===== src/rtl/pipe_stall_ctrl.sv =====
// Front-end stall controller: owns the IF/ID register and turns hazard stalls, taken branches
// and HLT decode into PC write enable, IF/ID hold/flush and ID/EX bubble; keeps stall statistics.
module pipe_stall_ctrl #(
    parameter int unsigned          INSTR_W   = 16,
    parameter int unsigned          PC_W      = 16,
    parameter int unsigned          CNT_W     = 16,
    parameter int unsigned          MAX_STALL = 2,
    parameter logic [INSTR_W-1:0]   NOP_INSTR = '0,
    parameter logic [3:0]           HLT_OP    = 4'hF
) (
    input  logic               clk,
    input  logic               rst,
    input  logic               NoOp,
    input  logic               BranchTaken,
    input  logic [INSTR_W-1:0] FetchInstr,
    input  logic [PC_W-1:0]    FetchPC2,
    output logic               PCWrite,
    output logic [INSTR_W-1:0] IFIDinstr,
    output logic [PC_W-1:0]    IFIDpc2,
    output logic               IFIDvalid,
    output logic               IDEXBubble,
    output logic               Halted,
    output logic [CNT_W-1:0]   StallCount,
    output logic               StallErr
);

    // Run-length counter only needs to reach MAX_STALL+1 before it saturates.
    localparam int unsigned       RunW     = $clog2(MAX_STALL + 2);
    localparam logic [RunW-1:0]   RunMax   = RunW'(MAX_STALL + 1);
    localparam logic [RunW-1:0]   RunLimit = RunW'(MAX_STALL);
    localparam logic [CNT_W-1:0]  CntOne   = CNT_W'(1);
    localparam logic [RunW-1:0]   RunOne   = RunW'(1);

    typedef enum logic [0:0] {StRun, StHalted} stateT;

    stateT              stateQ, stateD;
    logic [INSTR_W-1:0] ifidInstrQ, ifidInstrD;
    logic [PC_W-1:0]    ifidPc2Q, ifidPc2D;
    logic               ifidValidQ, ifidValidD;
    logic [CNT_W-1:0]   stallCountQ, stallCountD;
    logic [RunW-1:0]    runLenQ, runLenD;
    logic               stallErrQ, stallErrD;
    logic               isHlt;

    // An invalid slot never decodes as HLT, even if the NOP encoding shares the opcode.
    assign isHlt = ifidValidQ && (ifidInstrQ[INSTR_W-1 -: 4] == HLT_OP);

    always_ff @(posedge clk) begin
        if (rst) begin
            stateQ      <= StRun;
            ifidInstrQ  <= NOP_INSTR;
            ifidPc2Q    <= '0;
            ifidValidQ  <= 1'b0;
            stallCountQ <= '0;
            runLenQ     <= '0;
            stallErrQ   <= 1'b0;
        end else begin
            stateQ      <= stateD;
            ifidInstrQ  <= ifidInstrD;
            ifidPc2Q    <= ifidPc2D;
            ifidValidQ  <= ifidValidD;
            stallCountQ <= stallCountD;
            runLenQ     <= runLenD;
            stallErrQ   <= stallErrD;
        end
    end

    always_comb begin
        stateD      = stateQ;
        ifidInstrD  = ifidInstrQ;
        ifidPc2D    = ifidPc2Q;
        ifidValidD  = ifidValidQ;
        stallCountD = stallCountQ;
        runLenD     = runLenQ;
        stallErrD   = stallErrQ;
        PCWrite     = 1'b0;
        IDEXBubble  = 1'b0;

        case (stateQ)
            StRun: begin
                if (NoOp) begin
                    IDEXBubble = 1'b1;
                    if (stallCountQ != '1) begin
                        stallCountD = stallCountQ + CntOne;
                    end
                    if (runLenQ != RunMax) begin
                        runLenD = runLenQ + RunOne;
                    end
                    // This stall makes the run one longer than the legal maximum.
                    if (runLenQ >= RunLimit) begin
                        stallErrD = 1'b1;
                    end
                end else begin
                    runLenD = '0;
                    if (isHlt) begin
                        ifidInstrD = NOP_INSTR;
                        ifidValidD = 1'b0;
                        stateD     = StHalted;
                    end else if (BranchTaken) begin
                        PCWrite    = 1'b1;
                        ifidInstrD = NOP_INSTR;
                        ifidValidD = 1'b0;
                    end else begin
                        PCWrite    = 1'b1;
                        ifidInstrD = FetchInstr;
                        ifidPc2D   = FetchPC2;
                        ifidValidD = 1'b1;
                    end
                end
            end
            StHalted: begin
                IDEXBubble = 1'b1;
            end
            default: begin
                stateD = StRun;
            end
        endcase
    end

    assign IFIDinstr  = ifidInstrQ;
    assign IFIDpc2    = ifidPc2Q;
    assign IFIDvalid  = ifidValidQ;
    assign Halted     = (stateQ == StHalted);
    assign StallCount = stallCountQ;
    assign StallErr   = stallErrQ;

endmodule


===== config.mk =====
export PLATFORM = sky130hd
export DESIGN_NAME = pipe_stall_ctrl
export DESIGN_NICKNAME = d
export VERILOG_FILES = /design/src/rtl/pipe_stall_ctrl.sv
export SDC_FILE = /design/constraint.sdc
export NUM_CORES = 1
export LEC_CHECK = 0
export BUFFER_PORTS_ARGS = -buffer_cell sky130_fd_sc_hd__buf_2
export CELL_PAD_IN_SITES_DETAIL_PLACEMENT = 2
export CELL_PAD_IN_SITES_GLOBAL_PLACEMENT = 2
export CORE_MARGIN = 2
export CORE_UTILIZATION = 27
export DETAILED_ROUTE_END_ITERATION = 8
export PLACE_DENSITY = 0.76
export SYNTH_ARGS = -nofsm -noshare
export SYNTH_HDL_FRONTEND = slang
export SYNTH_SLANG_ARGS = --single-unit

===== constraint.sdc =====
create_clock -name clk -period 2.47 [get_ports clk]
set_input_delay 0.1235 -clock clk [delete_from_list [all_inputs] [get_ports clk]]
set_output_delay 0.1235 -clock clk [all_outputs]
set_load 0.01 [all_outputs]

==> results.yml <==
power:
  ir_drop_v: 0.000177
  power-per-cell-area_nw_per_um2: 554
  leakagePower_nw: 1.26
sta:
  min_period_over_period_pct: 82.0
  finalWorstSetupSlack_ns: 0.444
  rsz0062_at_grt: "no"
  clock.fmax_mhz: 494
  finalHoldViolCount: 0
  clock-skew-final_ns: 0.00744
  worst_pin_slew_ns: 0.641
  worst_slew_margin_rel_pct: 57.3
  timing.final.setup_violations: 0
  final.min_clock_period_ns: 2.03
  final_sum_of_negative_setup_slack_ns: 0
  report.final.slew_viol_count: 0
cts:
  cts.reportedPaths.clkPinSlew_ns: 0.10
  cts-hold-fix-buffers: 0
  clock-sinks: 53
  cts_buffer_depth: 2
  buffer_type_at_the_clock_tree_root: "sky130_fd_sc_hd__clkbuf_8"
  cts_tree: "yes"
  post_cts_buffers: 0
  cts-resized-gates: 0
  number_of_buffers_inserted_during_clock_tree_synthesis: 5
  insertion_delay_ns: 0.30
  clock_tree.htree_level_count: 2
global_route:
  largest_net_degree_at_the_start_of_global_routing: 31
  first_pass_grt_wire_length_um: 10700
  gr-usage-all-layers_pct: 15.4
  gr-total-overflow: 0
  number_of_global_route_vias_before_repair: 2121
  antenna_found_initial: 0
routing:
  drt_pass1_iterations: 4
  ratio_of_routed_vias_to_standard_cells: 4.84
  post_drt_wl_per_cell_um: 15.2
  detailed_router_s_first_iteration_violation_count: 51
  detail-route-antenna-nets: 0
  drc_errors_left: 0
  wirelength_um: 6490
  dr_total_vias: 2067
floorplan:
  core_area_um2: 7770
  rows: 32
  floorplan.die.height_um: 93.6
  dieArea_um2: 8770
  initial_cell_density_of_the_core_pct: 27.9
  die_width_um: 93.6
  top_level_ports: 89
synth:
  ys_seq_elements: 53
  synthDistinctLibCells: 40
  post_synth_inst_count: 235
  synthesis.area_per_instance_um2: 9.23
  synth.net_count: 274
  yosysWarningCount: 0
  cell_area_after_synthesis_um2: 2170
  synth_seq_area_share_pct: 48.9
setup_path:
  timing.critical_path.required_ns: 2.67
  worst-setup-path-type: "reg -> reg"
  critPathLaunchType: "flip-flop"
  critPathMaxFanout: 8
  crit_path_end_kind: "flip-flop"
  cp.arrival_ns: 2.23
cells_and_area:
  finalNonFillerCells: 427
  layout_commonest_cell: "sky130_fd_sc_hd__buf_2"
  most_frequent_cells_in_the_layout: "88 x sky130_fd_sc_hd__buf_2, 53 x sky130_fd_sc_hd__dfxtp_1, 38 x sky130_fd_sc_hd__nand2_1"
  final_nets: 363
  final_core_util_pct: 36.0
  layout-area-overhead-vs-synth_pct: 28.8
  drive_gt1_share_pct: 33.8
  fillCellCount: 909
  antenna_cells: 0
placement:
  dpl_worst_slack_ns: 0.410
  placer_congestion_estimate: 0.801
  numPlacedInstances: 419
  post-dp-hpwl_um: 4900
  port-buffer-count: 88
min_path:
  worst_hold_path_type: "in -> reg"
run_status:
  status: "complete, no violations"
job:
  maxCapViolCount: 0
state kept, by name, indices dropped and copies added, names as in the netlist:
register	cells
IFIDpc2	16
IFIDinstr	16
StallCount	16
Halted	1
IFIDvalid	1
StallErr	1
runLenQ	2
final timing paths:
path / from / end / slack, ns / cells past startpoint
worst max-delay path: StallCount[1] / StallCount[10] / 0.44 / 5
worst min-delay path: FetchInstr[2] / IFIDinstr[2] / 0.03 / 2
worst max register to register: StallCount[1] / StallCount[10] / 0.44 / 5
worst min register to register: StallErr / StallErr / 0.45 / 2
through the flow:
stage | cell area (um2) | total power [mW] | hold slack, ns
2_1_floorplan | 2170 | 1.01 | 0.256
3_3_place_gp | 2710 | 1.08 | 0.339
3_5_place_dp | 2710 | 1.09 | 0.346
4_1_cts | 2790 | 1.59 | 0.0155
5_1_grt | 2790 | 1.64 | 0.00962
6_report | 2790 | 1.55 | 0.0271
final cells by class:
type,instances,area (um2),area share [%]
well taps,102,128,4.57
flip-flops and latches,53,1060,38.0
inverters,4,15.0,0.537
repair buffers,94,485,17.4
multi-input cells,166,1020,36.5
clock inverters,3,17.5,0.627
clock buffers,5,68.8,2.46
logic make-up after synthesis:
group | share of synthesized area [%]
multiplexers | 3.06
adder cells (fa/ha/maj) | 1.73
buffers and inverters | 4.15
AND/OR/NAND/NOR | 23.1
flip-flops | 48.9
AO/OA/AOI/OAI | 19.1
layer usage:
layer	GRT usage (%)	wire (um)	part of all wire, %
met4	4.71	71	1.1
met5	0	0	0
met3	3.71	343	5.3
met1	20.2	2980	46
met2	25.1	3100	48
power breakdown:
group          switching [mW]  internal, mW  total [mW]
combinational          0.0896        0.0725       0.162
sequential             0.0202         0.883       0.903
clock                   0.287         0.196       0.484
Yosys cell counts:
| cell type | n | area, um2 |
|---|---|---|
| sky130_fd_sc_hd__a211oi_1 | 1 | 7.51 |
| sky130_fd_sc_hd__a21o_1 | 1 | 7.51 |
| sky130_fd_sc_hd__a21oi_1 | 28 | 140 |
| sky130_fd_sc_hd__a22o_1 | 16 | 140 |
| sky130_fd_sc_hd__a311o_1 | 1 | 10.0 |
| sky130_fd_sc_hd__a311oi_1 | 2 | 17.5 |
| sky130_fd_sc_hd__a311oi_4 | 1 | 26.3 |
| sky130_fd_sc_hd__a41o_1 | 1 | 10.0 |
| sky130_fd_sc_hd__a41oi_1 | 1 | 8.76 |
| sky130_fd_sc_hd__and2_1 | 1 | 6.26 |
| sky130_fd_sc_hd__and2b_1 | 1 | 7.51 |
| sky130_fd_sc_hd__and3_1 | 3 | 18.8 |
| sky130_fd_sc_hd__and4bb_2 | 1 | 12.5 |
| sky130_fd_sc_hd__buf_1 | 1 | 3.75 |
| sky130_fd_sc_hd__buf_2 | 3 | 15.0 |
| sky130_fd_sc_hd__buf_6 | 2 | 22.5 |
| sky130_fd_sc_hd__buf_8 | 1 | 15.0 |
| sky130_fd_sc_hd__clkbuf_1 | 5 | 18.8 |
| sky130_fd_sc_hd__dfxtp_1 | 53 | 1060 |
| sky130_fd_sc_hd__ha_1 | 3 | 37.5 |
| sky130_fd_sc_hd__inv_1 | 4 | 15.0 |
| sky130_fd_sc_hd__mux2_2 | 5 | 56.3 |
| sky130_fd_sc_hd__mux2i_1 | 1 | 10.0 |
| sky130_fd_sc_hd__nand2_1 | 38 | 143 |
| sky130_fd_sc_hd__nand2b_1 | 2 | 12.5 |
| sky130_fd_sc_hd__nand3_1 | 2 | 10.0 |
| sky130_fd_sc_hd__nand4_1 | 6 | 37.5 |
| sky130_fd_sc_hd__nand4b_1 | 2 | 17.5 |
| sky130_fd_sc_hd__nor2_1 | 15 | 56.3 |
| sky130_fd_sc_hd__nor2_8 | 1 | 20.0 |
| sky130_fd_sc_hd__nor2b_1 | 8 | 50.1 |
| sky130_fd_sc_hd__nor3_1 | 6 | 30.0 |
| sky130_fd_sc_hd__nor4_1 | 6 | 37.5 |
| sky130_fd_sc_hd__o21ai_0 | 3 | 15.0 |
| sky130_fd_sc_hd__o31a_1 | 1 | 8.76 |
| sky130_fd_sc_hd__o31ai_1 | 3 | 22.5 |
| sky130_fd_sc_hd__or2_1 | 2 | 12.5 |
| sky130_fd_sc_hd__or2b_1 | 1 | 7.51 |
| sky130_fd_sc_hd__or3_1 | 1 | 6.26 |
| sky130_fd_sc_hd__or4_1 | 2 | 15.0 |
worst max-delay path: stages (launching register included):
cell and delay (ns):
sky130_fd_sc_hd__dfxtp_1 0.42, sky130_fd_sc_hd__ha_1 0.25, sky130_fd_sc_hd__nand3_1 0.27, sky130_fd_sc_hd__or2_1 0.35
sky130_fd_sc_hd__nor4_1 0.26, sky130_fd_sc_hd__mux2_2 0.36
(Power assumes the default switching activity.)
